File: src/rtl/rr_mux_arbiter_pkg.sv
// Shared definitions for the round-robin grant/data-steering block:
// requester count, FSM encodings and default bus width.
package rr_mux_arbiter_pkg;
    localparam int NUM_REQ       = 4;
    localparam int DEFAULT_WIDTH = 8;
    localparam int HOLD_W        = 8;

    typedef enum logic {
        IDLE  = 1'b0,
        GRANT = 1'b1
    } state_t;
endpackage

File: src/rtl/rr_mux_arbiter_mux4_bus.sv
// Combinational 4:1 selector of WIDTH-bit requester buses; the caller
// registers the result.
module mux4_bus
    import rr_mux_arbiter_pkg::*;
#(
    parameter int WIDTH = DEFAULT_WIDTH
) (
    input  logic [1:0]       sel,
    input  logic [WIDTH-1:0] I0,
    input  logic [WIDTH-1:0] I1,
    input  logic [WIDTH-1:0] I2,
    input  logic [WIDTH-1:0] I3,
    output logic [WIDTH-1:0] y
);
    logic [WIDTH-1:0] bus [NUM_REQ];

    assign bus[0] = I0;
    assign bus[1] = I1;
    assign bus[2] = I2;
    assign bus[3] = I3;
    assign y      = bus[sel];
endmodule

File: src/rtl/rr_mux_arbiter.sv
// Round-robin arbiter for four requesters with a bounded hold time,
// steering the owner's bus onto a registered shared output one cycle later.
module rr_mux_arbiter
    import rr_mux_arbiter_pkg::*;
#(
    parameter int WIDTH       = DEFAULT_WIDTH,
    parameter int HOLD_CYCLES = 4
) (
    input  logic             clk,
    input  logic             rst,
    input  logic [3:0]       req,
    input  logic [WIDTH-1:0] I0,
    input  logic [WIDTH-1:0] I1,
    input  logic [WIDTH-1:0] I2,
    input  logic [WIDTH-1:0] I3,
    output logic [3:0]       gnt,
    output logic [1:0]       sel,
    output logic [WIDTH-1:0] led,
    output logic             led_valid
);
    localparam logic [HOLD_W-1:0] HOLD_MAX = HOLD_W'(HOLD_CYCLES);

    state_t            state_reg, state_next;
    logic [1:0]        sel_reg, sel_next;
    logic [HOLD_W-1:0] hold_cnt_reg, hold_cnt_next;
    logic [3:0]        gnt_reg, gnt_next;
    logic [WIDTH-1:0]  led_reg, led_next;
    logic              led_valid_reg, led_valid_next;
    logic [WIDTH-1:0]  mux_y;
    logic              others_waiting;

    // First requester in the order cur+1, cur+2, cur+3, cur; lowest offset wins.
    function automatic logic [1:0] rr_next(input logic [1:0] cur, input logic [3:0] r);
        logic [1:0] idx;
        rr_next = cur;
        for (int k = NUM_REQ; k >= 1; k--) begin
            idx = cur + 2'(k);
            if (r[idx]) rr_next = idx;
        end
    endfunction

    mux4_bus #(.WIDTH(WIDTH)) u_mux (
        .sel (sel_reg),
        .I0  (I0),
        .I1  (I1),
        .I2  (I2),
        .I3  (I3),
        .y   (mux_y)
    );

    assign others_waiting = |(req & ~(4'(1) << sel_reg));

    always_ff @(posedge clk) begin
        if (rst) begin
            state_reg     <= IDLE;
            sel_reg       <= 2'd3;
            hold_cnt_reg  <= '0;
            gnt_reg       <= '0;
            led_reg       <= '0;
            led_valid_reg <= 1'b0;
        end else begin
            state_reg     <= state_next;
            sel_reg       <= sel_next;
            hold_cnt_reg  <= hold_cnt_next;
            gnt_reg       <= gnt_next;
            led_reg       <= led_next;
            led_valid_reg <= led_valid_next;
        end
    end

    // A dropped request always beats hold expiry, leaving one dead cycle.
    always_comb begin
        state_next    = state_reg;
        sel_next      = sel_reg;
        hold_cnt_next = hold_cnt_reg;
        case (state_reg)
            IDLE: begin
                if (|req) begin
                    state_next    = GRANT;
                    sel_next      = rr_next(sel_reg, req);
                    hold_cnt_next = HOLD_W'(1);
                end
            end
            GRANT: begin
                if (!req[sel_reg]) begin
                    state_next    = IDLE;
                    hold_cnt_next = '0;
                end else if (hold_cnt_reg >= HOLD_MAX && others_waiting) begin
                    sel_next      = rr_next(sel_reg, req);
                    hold_cnt_next = HOLD_W'(1);
                end else if (hold_cnt_reg < HOLD_MAX) begin
                    hold_cnt_next = hold_cnt_reg + HOLD_W'(1);
                end
            end
            default: begin
                state_next    = IDLE;
                hold_cnt_next = '0;
            end
        endcase
    end

    always_comb begin
        gnt_next       = (state_next == GRANT) ? (4'(1) << sel_next) : 4'b0000;
        led_valid_next = |gnt_reg;
        led_next       = (|gnt_reg) ? mux_y : '0;
    end

    assign gnt       = gnt_reg;
    assign sel       = sel_reg;
    assign led       = led_reg;
    assign led_valid = led_valid_reg;
endmodule

File: config.mk
export PLATFORM = sky130hd
export DESIGN_NAME = rr_mux_arbiter
export DESIGN_NICKNAME = d
export VERILOG_FILES = /design/src/rtl/rr_mux_arbiter_pkg.sv /design/src/rtl/rr_mux_arbiter_mux4_bus.sv /design/src/rtl/rr_mux_arbiter.sv
export SDC_FILE = /design/constraint.sdc
export NUM_CORES = 1
export LEC_CHECK = 0
export CORE_AREA = 2 2 73 75
export DETAILED_ROUTE_END_ITERATION = 12
export DIE_AREA = 0 0 75 77
export PLACE_DENSITY = 0.52
export REMOVE_ABC_BUFFERS = 1
export SYNTH_ARGS = -nofsm -noshare
export SYNTH_HDL_FRONTEND = slang
export SYNTH_SLANG_ARGS = --single-unit
File: constraint.sdc
create_clock -name clk -period 7.4 [get_ports clk]
set_clock_uncertainty 0.05 [all_clocks]
set_input_delay 1.48 -clock clk [delete_from_list [all_inputs] [get_ports clk]]
set_output_delay 1.48 -clock clk [all_outputs]
set_load 0.01 [all_outputs]
==> Word level (Yosys, flattened, before mapping) <==
Cells that the tools add are included.
{ "totals": {"ff_bits": 24, "output_inout_bits": 15} }
{ "op_classes": {"n_addsub": 4, "n_lt_le_gt_ge": 7, "eq_ne": 2, "shift": 2, "mux": 26, "bitwise": 6, "n_reduce_logical": 7} }
{ "ops": {"columns": ["op", "count"], "rows": [
  ["$mux W8", 6],
  ["$bmux W8 S2", 1],
  ["$pmux W8 S2", 1],
  ["$lt A2 B3 Y1 const B", 4],
  ["$mux W2", 6],
  ["$reduce_or A4 Y1", 3],
  ["$add A8 B1 Y8 const B", 1],
  ["$bmux W1 S2", 4],
  ["$ge A8 B3 Y1 const B", 1],
  ["$lt A8 B3 Y1 const B", 1],
  ["$shl A1 B2 Y4 const A", 2],
  ["$mux W1", 6],
  ["$add A2 B2 Y2 const B", 2],
  ["$and A4 B4 Y4", 1],
  ["$ne A4 B2 Y1 const B", 1],
  ["$not A4 Y4", 1],
  ["$pmux W2 S2", 1],
  ["$reduce_or A2 Y1", 2],
  ["$ge A3 B3 Y1 const B", 1],
  ["$not A1 Y1", 3],
  ["$not A2 Y3", 1],
  ["$add A2 B1 Y2 const B", 1],
  ["$ne A2 B2 Y1 const B", 1],
  ["$pmux W1 S2", 1],
  ["2 further kinds", 2]
]} }

==> Depth between registers and ports, before layout <==
{ "logic_depth": {"depth_word": 10, "ltp_mapped": 9, "depth_no_buf": 7} }

==> By module <==
A second synthesis with hierarchy kept.
{ "unflattened": {"hier_cells": 135, "area_unflattened_um2": 1365.1} }
{ "modules_own_cells": {"columns": ["module", "n_inst", "cells_each", "area_each_um2"], "rows": [
  ["rr_mux_arbiter", 1, 125, 1168.6],
  ["mux4_bus", 1, 10, 196.4]
]} }

==> Least setup slack after synthesis <==
OpenSTA, ideal clock, no wires.
{ "synth_timing": {"kind": "in2reg", "startpoint": "in req[3]", "endpoint": "reg gnt_reg[1] (netlist: gnt[1])", "setup_time_ns": 0.086, "arrival_ns": 3.025, "required_ns": 7.264, "path_slack_ns": 4.240, "cell_stages": 6, "path_buffers": 1, "cell_sequence": "buf_2 > mux2i_1 > o22a_1 > o32a_4 > or4_4 > a211oi_1"} }
{ "synth_between": {"elab_chain_cells": 9, "word_cells_on_any_way": 25} }
{ "synth_lines": {"columns": ["element", "line", "source"], "rows": [
  ["start, declared", "rr_mux_arbiter.sv:11", "input logic [3:0] req,"],
  ["$bmux W1 S2", "rr_mux_arbiter.sv:38", "if (r[idx]) rr_next = idx;"],
  ["$mux W1 (implied by the code)", "rr_mux_arbiter.sv:38", null],
  ["$mux W2 (3 in a row)", "rr_mux_arbiter.sv:38", null],
  ["$mux W2", "rr_mux_arbiter.sv:88", "end else if (hold_cnt_reg >= HOLD_MAX && others_waiting) begin"],
  ["$mux W2", "rr_mux_arbiter.sv:85", "if (!req[sel_reg]) begin"],
  ["$pmux W2 S2", "rr_mux_arbiter.sv:76", "case (state_reg)"],
  ["$shl A1 B2 Y4", "rr_mux_arbiter.sv:103", "gnt_next = (state_next == GRANT) ? (4'(1) << sel_next) : 4'b0000;"],
  ["end signal, assigned", "rr_mux_arbiter.sv:65", "gnt_reg <= gnt_next;"],
  ["end, declared", "rr_mux_arbiter.sv:26", "logic [3:0] gnt_reg, gnt_next;"]
]} }
Several ways; a longest one is shown, not always the timed one. The select of a mux whose other input is x is not followed.
A chain may end at the register's enable or synchronous reset.

==> Final worst setup path <==
{ "layout_timing": {"startpoint": "in req[3]", "endpoint": "reg gnt_reg[3] (netlist: gnt[3])"} }
The elaborated chain is that of the path after synthesis.

==> flow_metrics.py <==
metrics = {
    "power_and_ir_drop": {
        "peakVddDrop_mv": 0.102,
        "intPower_uw": 337,
        "pwr-share-seq_pct": 34.1,
        "p_leak_uw": 0.000769,
        "p_comb_share_pct": 42.3,
        "power_switching_uw": 148,
        "p_per_area_mw_per_mm2": 240,
        "clock_power_share_pct": 23.6,
        "swShare_pct": 30.5,
    },
    "final_layout": {
        "final.fill_count": 503,
        "layout-drive-gt1-share_pct": 10.8,
        "synthToLayoutAreaGrowth_pct": 50.0,
        "diodes": 0,
        "nets": 231,
    },
    "worst_setup_path": {
        "critPathMaxFanout": 9,
        "crit_arrival_ns": 3.68,
        "required_ns": 7.52,
        "endpoint_kind": "flip-flop",
        "path_class": "input pin to flip-flop",
        "cp-start-kind": "input pin",
    },
    "floorplanning": {
        "dieArea_mm2": 0.00578,
        "die_h_um": 77,
        "rows": 26,
        "io_pins": 53,
        "core_area_mm2": 0.00498,
        "initial_core_util_pct": 27.0,
        "die_w_um": 75,
    },
    "clock_network": {
        "htree_levels": 1,
        "cts_tree": "built",
        "cts_setup_buffers": 0,
        "cts_buffers": 3,
        "clock_path_buffers": 2,
        "numClockSinks": 24,
        "clk_latency_ns": 0.27,
        "hold_buffers": 0,
        "cts.clk_slew.worst_paths_ns": 0.08,
        "ctsResizeCount": 0,
        "cts_root_buf": "clkbuf_8",
    },
    "timing": {
        "worst_pin_slew_ns": 0.689,
        "max_clock_freq_ghz": 0.281,
        "holdWs_ns": 0.415,
        "rsz0062_at_grt": "no",
        "slew_viol_final": 0,
        "setup_viol": 0,
        "finalHoldViolCount": 0,
        "min_period_over_period_pct": 48.0,
        "fin_setup_tns_ns": 0,
        "finalWorstSetupSlack_ns": 3.84,
        "slew_headroom_pct": 53.6,
        "min_period_ns": 3.56,
    },
    "drt": {
        "drc_errors": 0,
        "drtIter0Drc": 17,
        "ant_nets": 0,
        "firstDrtPassIters": 4,
        "drt-total-wl_um": 3380,
        "routedWlPerCell_um": 13.2,
        "vias": 1205,
        "vias_per_cell": 4.71,
    },
    "yosys": {
        "synthTopCellsByCount": "24 x dfxtp_1, 14 x nor2b_1, 9 x mux4_2",
        "yosysMostFrequentCell": "dfxtp_1",
        "netlist.area_leader.share_pct": 35.7,
        "ys.flop_type": "dfxtp_1",
        "synth.cell_area_mm2": 0.00135,
        "synth_area_per_cell_um2": 10.2,
        "yosys-top-cells-area": "dfxtp_1 36%, mux4_2 15%, nor2b_1 6.5%",
        "yosysWarningCount": 0,
        "synth_edf_count": 0,
        "ys_seq_area_share_pct": 35.7,
        "synth_top_cell_by_area": "dfxtp_1",
        "syn_inst": 132,
        "yosys_register_bits": 24,
        "async_reset_ff_share_pct": 0,
        "ys_types": 38,
    },
    "grt": {
        "grt_antenna_before_repair": 0,
        "grt_usage_pct": 11.8,
        "grt_max_degree": 23,
        "grt_pass1_wl_um": 5510,
        "gr-total-overflow": 0,
        "grt_pass1_vias": 1216,
    },
    "placed_design": {
        "hpwl_um": 2610,
        "gp_congestion": 0.790,
        "place_ws_ns": 3.60,
        "io_buffer_count": 52,
    },
    "min_path": {
        "hp-class": "flip-flop to flip-flop",
    },
    "flow_run": {
        "cap_viol_max_count": 0,
    },
    "outcome": {
        "status": "completed",
    },
}
-- metal layers --
layer | global-route usage [%] | vias to the layer above | wire [um] | part of all wire [%]
met5 | 0 | - | 0 | 0
met4 | 1.79 | 0 | 12 | 0.36
met3 | 3.55 | 2 | 342 | 10
met2 | 21.6 | 50 | 1640 | 48
met1 | 13.4 | 555 | 1390 | 41
li1 | - | 598 | - | -
-- cell type report --
class,count,area (um^2),area share [%]
clock buffer,3,41.3,2.04
clock inverter,1,30.0,1.49
inverter,9,33.8,1.67
multi-input combinational,94,803,39.8
sequential,24,480,23.8
tap,70,87.6,4.34
timing repair buffer,55,543,26.9
-- path summary, 6_finish.rpt --
| kind | startpoint | endpoint | slack, ns | cells past startpoint |
|---|---|---|---|---|
| hold / removal | hold_cnt_reg[7] | hold_cnt_reg[7] | 0.41 | 1 |
| hold reg to reg | hold_cnt_reg[7] | hold_cnt_reg[7] | 0.41 | 1 |
| setup / recovery | req[3] | gnt[3] | 3.84 | 6 |
| setup reg to reg | sel[0] | gnt[3] | 4.66 | 7 |
-- metrics by stage --
step           power (uW)  area [um^2]  util, %  std cells
3_5_place_dp          376         1950     39.1        252
3_3_place_gp          374         1950     39.1        252
6_report              485         2020     40.6        256
4_1_cts               494         2020     40.6        256
5_1_grt               520         2020     40.6        256
2_1_floorplan         286         1320        -        127
-- logic make-up (layout without fill, tap and decap cells) --
logic type	Yosys count	count (layout)	synth area share [%]
flip-flops	24	24	35.7
buffers and inverters	14	68	4.65
adder cells (fa/ha/maj)	6	6	5.58
multiplexers	15	15	19.6
AND/OR/NAND/NOR	44	44	18.2
AO/OA/AOI/OAI	29	29	16.3
-- worst max-delay path, stage by stage --
cell             delay [ns]
clkdlybuf4s50_1        0.63
mux2i_1                0.18
o22a_1                 0.25
o32a_4                 0.33
or4_4                  0.55
a211oi_1               0.26
-- power by group through the flow --
stage	sequential (uW)	clock, uW	combinational (uW)
after floorplan	187	0	99.3
after global placement	168	0	206
after detailed placement	169	0	207
after CTS	166	120	208
after global routing	169	124	227
final	166	114	206
-- placed cells by master, fill, tap and decap left out, drive strengths merged --
cell	Yosys	routed
nor4	1	1
a41oi	1	1
clkbuf	2	3
and4	2	2
bufinv	0	1
o2111ai	1	1
a32oi	1	1
clkinv	1	1
o21ai	6	6
clkdlybuf4s50	0	52
o22ai	2	2
dfxtp	24	24
nand4	1	1
nor2	7	7
mux2i	5	5
o2bb2ai	1	1
o32a	1	1
and2	4	4
a31oi	2	2
a21oi	4	4
or4	1	1
o31ai	1	1
mux2	1	1
a2111oi	1	1
nand3	3	3
o41ai	2	2
mux4	9	9
nand2b	2	2
inv	8	8
a211oi	3	3
nor3	1	1
buf	3	3
ha	6	6
o21a	2	2
nand2	7	7
o22a	1	1
nor2b	14	14
and3	1	1
Note: power is estimated with default switching activity, not from simulation.
